**src/rtl/gbt_pattern_checker_sat_counter.sv**
```systemverilog
// sat_counter: counter with synchronous clear and selectable saturate or wrap.
module sat_counter #(
    parameter int W = 32
) (
    input  logic         clk,
    input  logic         rst,
    input  logic         inc,
    input  logic         clr,
    input  logic         sat,
    output logic [W-1:0] count
);
    always_ff @(posedge clk or posedge rst) begin
        if (rst)
            count <= '0;
        else if (clr)
            count <= '0;
        else if (inc && !(sat && &count))
            count <= count + 1'b1;
    end
endmodule

```
**config.mk**
```make
export PLATFORM = sky130hd
export DESIGN_NAME = sat_counter
export DESIGN_NICKNAME = d
export VERILOG_FILES = /design/src/rtl/gbt_pattern_checker_sat_counter.sv
export SDC_FILE = /design/constraint.sdc
export NUM_CORES = 1
export LEC_CHECK = 0
export BUFFER_PORTS_ARGS = -buffer_cell sky130_fd_sc_hd__buf_2
export CAP_MARGIN = 20
export CORE_MARGIN = 3
export CORE_UTILIZATION = 57
export CTS_BUF_LIST = sky130_fd_sc_hd__clkbuf_4
export DETAILED_ROUTE_END_ITERATION = 6
export PLACE_DENSITY = 0.87
export SLEW_MARGIN = 20
export SYNTH_ARGS = -nofsm -noshare
export SYNTH_HDL_FRONTEND = slang
export SYNTH_SLANG_ARGS = --single-unit
```
**constraint.sdc**
```tcl
create_clock -name clk -period 2.8 [get_ports clk]
set_input_delay 0.14 -clock clk [delete_from_list [all_inputs] [get_ports clk]]
set_output_delay 0.14 -clock clk [all_outputs]
set_load 0.05 [all_outputs]
```
==> out/metrics.yaml <==
outcome: "finished clean"
worstSetupStartpoint: "count[0]"
via_per_inst: 6.05
syn2layout_area_growth_pct: 13.8
drt_pre_antenna_iters: 4
vdd_drop_max_v: 0.000284
busiest_layer: "met2"
slew_headroom: 0.573
overflow: 0
yosysUniqueCellTypes: 40
r2r-start: "count[0]"
synth_seq_area_share: 0.434
drv_slew: 0
crit_end: "count[26]"
syn-instance-count: 209
synth_edf_count: 0
synth_most_common_cell: "dfrtp_1"
regArea_um2: 801
ff2ff_setup_slack_ns: 0.39
final.fill_count: 258
synth_compound_area_frac: 0.162
std_cell_rows: 20
r2r_end: "count[26]"
met1_usage: 0.301
multiInputGateArea_um2: 977
route.detailed.drc: 0
synth_fa_ha_area_frac: 0.00678
drive_gt1_frac: 0.241
cp-end-kind: "flip-flop"
synth_top_area_share: 0.434
die_w_um: 62.9
wire_per_inst_um: 14.4
final_nets: 253
cp.depth: 6
largest_reg_flops: 32
grt.met3_usage: 0.0665
min_period_ns: 2.41
grt_max_degree: 37
synth_top_family_by_area: "simple AND/OR/NAND/NOR gates"
synth_seq_cells: 32
synth_area_per_cell_um2: 8.84
hpwl_mm: 2.93
slowest_delay_ns: 0.51
clk_pin_slew_worst_paths_ns: 0.09
cts_setup_buffers: 0
finalWorstSetupSlack_ns: 0.392
hold_class: "in2reg"
finalSetupViolations: 0
fin_crit_sh: 0.860
synth_area_leader_cell: "dfrtp_1"
clk_latency_ns: 0.33
async_flop_share: 1.00
setup_tns_ns: 0
grt_pass1_vias: 1576
htree_levels: 2
skew_ns: 0.00377
hold_viol: 0
synthMuxAreaShare: 0.0183
n_antenna_cell: 0
drtAntennaViolNets: 0
path_buf_inv: 0
top_register: "count"
cts_max_path_buffers: 2
cp.arrival_ns: 2.67
drtIter0Drc: 123
fp.dieArea_um2: 3960
critPathMaxFanout: 13
synthesis.area_um2: 1850
die_h_um: 62.9
io_buffers: 36
tightest_slew_ns: 0.640
p_leak_nw: 0.888
initial_utilization: 0.600
gp_congestion: 0.845
powerDensity_nw_per_um2: 354
yosys-top-cells-count: "dfrtp_1 (32), a21oi_1 (23), nand2_1 (18), or3_1 (15), nor2_1 (14)"
cts_tree: "done"
track_usage: 0.226
synth.net_count: 215
grt_pass1_wl_mm: 7.12
cts.sinks: 32
worstPathCellList: "ha_1 -> nand2_1 -> or3_4 -> or4_4 -> or4_1 -> a21oi_1"
totalWireLength_mm: 4.15
ys_top_cells_by_area: "dfrtp_1 (43%), a21oi_1 (6.2%), or3_1 (5.1%)"
use_met2: 0.344
fmax_mhz: 415
crit_required_ns: 3.06
criticalPathCategory: "reg2reg"
cp-start-kind: "flip-flop"
rsz0062_at_grt: "false"
antenna_found_initial: 0
root_buffer: "clkbuf_4"
synthFlopType: "dfrtp_1"
ys.warnings.count: 0
crit_family: "simple AND/OR/NAND/NOR gates"
dp_slack_ns: 0.417
rr_worst_depth: 6
cp_slowest_cell: "or4_4"
cts_inserted_buffers: 5
synth-simple-area-share: 0.318
maxCapViolations: 0
vias: 1748
final_util: 0.683
synth_xor_area_frac: 0.0237
reg_top3: "count (32)"
boundaryPins: 37
coreArea_um2: 3080
==> metal layers <==
metal | share of wire | wire length, um
met1 | 0.44 | 1840
met2 | 0.49 | 2030
met3 | 0.053 | 219
met4 | 0.015 | 61
met5 | 0 | 0
==> worst reg2reg max path, delay by kind of cell (launching register included) <==
| family | cells | cell delay [ns] |
|---|---|---|
| DFF | 1 | 0.41 |
| AOI/OAI and AO/OA | 1 | 0.16 |
| adders and majority gates | 1 | 0.26 |
| and+or+nand+nor | 4 | 1.50 |
==> stage by stage <==
stage	total power [mW]	std cells	cell area [um^2]	hold WS (ns)
2_1_floorplan	0.509	209	1850	0.256
3_3_place_gp	0.523	283	2050	0.246
3_5_place_dp	0.524	283	2050	0.251
4_1_cts	0.750	289	2100	0.121
5_1_grt	0.777	289	2100	0.157
6_report	0.744	289	2100	0.126
==> cell type report <==
class | count | area share
tap | 44 | 0.0262
timing repair buffer | 41 | 0.105
sequential | 32 | 0.381
clock buffer | 5 | 0.0179
multi-input combinational | 164 | 0.465
inverter | 3 | 0.00536
==> what timing repair did <==
| item | in CTS | in global routing |
|---|---|---|
| endpoints found under the hold margin | 32 | 0 |
| hold buffers | 1 | 0 |
| gates resized for setup | 0 | 0 |
==> cells by family after synthesis <==
group                    Yosys count
adder cells (fa/ha/maj)            1
multiplexers                       3
flip-flops                        32
XOR/XNOR                           5
AO/OA/AOI/OAI                     52
buffers and inverters             13
AND/OR/NAND/NOR                  103
==> where the power goes <==
group          internal [mW]  switching [mW]  leakage, nW
Combinational         0.0114          0.0357        0.419
Sequential             0.465         0.00348        0.446
Clock                 0.0837           0.145       0.0230
Total                  0.560           0.184        0.888
==> worst min-delay path by stage <==
| stage | from | end | slack (ns) | depth (start not counted) |
|---|---|---|---|---|
| detailed placement | rst | count[21] | 0.25 | 3 |
| global placement | rst | count[21] | 0.25 | 3 |
| CTS | inc | count[1] | 0.12 | 3 |
| floorplan | rst | count[0] | 0.26 | 1 |
| finish | inc | count[1] | 0.13 | 3 |
| global route | inc | count[1] | 0.16 | 3 |
==> cells in the final DEF, fill, tap and decap left out, types with 5 or more instances in the layout <==
cell / netlist / layout
buf_2: 1 / 36
dfrtp_1: 32 / 32
nand2_1: 18 / 18
o31ai_1: 5 / 5
nor2_1: 14 / 14
nor3_1: 5 / 5
a21oi_1: 23 / 23
clkbuf_4: 0 / 5
o21ai_0: 9 / 9
nand4_1: 10 / 10
or3_1: 15 / 15
o21ai_1: 7 / 7
nand3_1: 12 / 12
and3_1: 6 / 6
No activity file was read; power rests on OpenSTA's default activity.
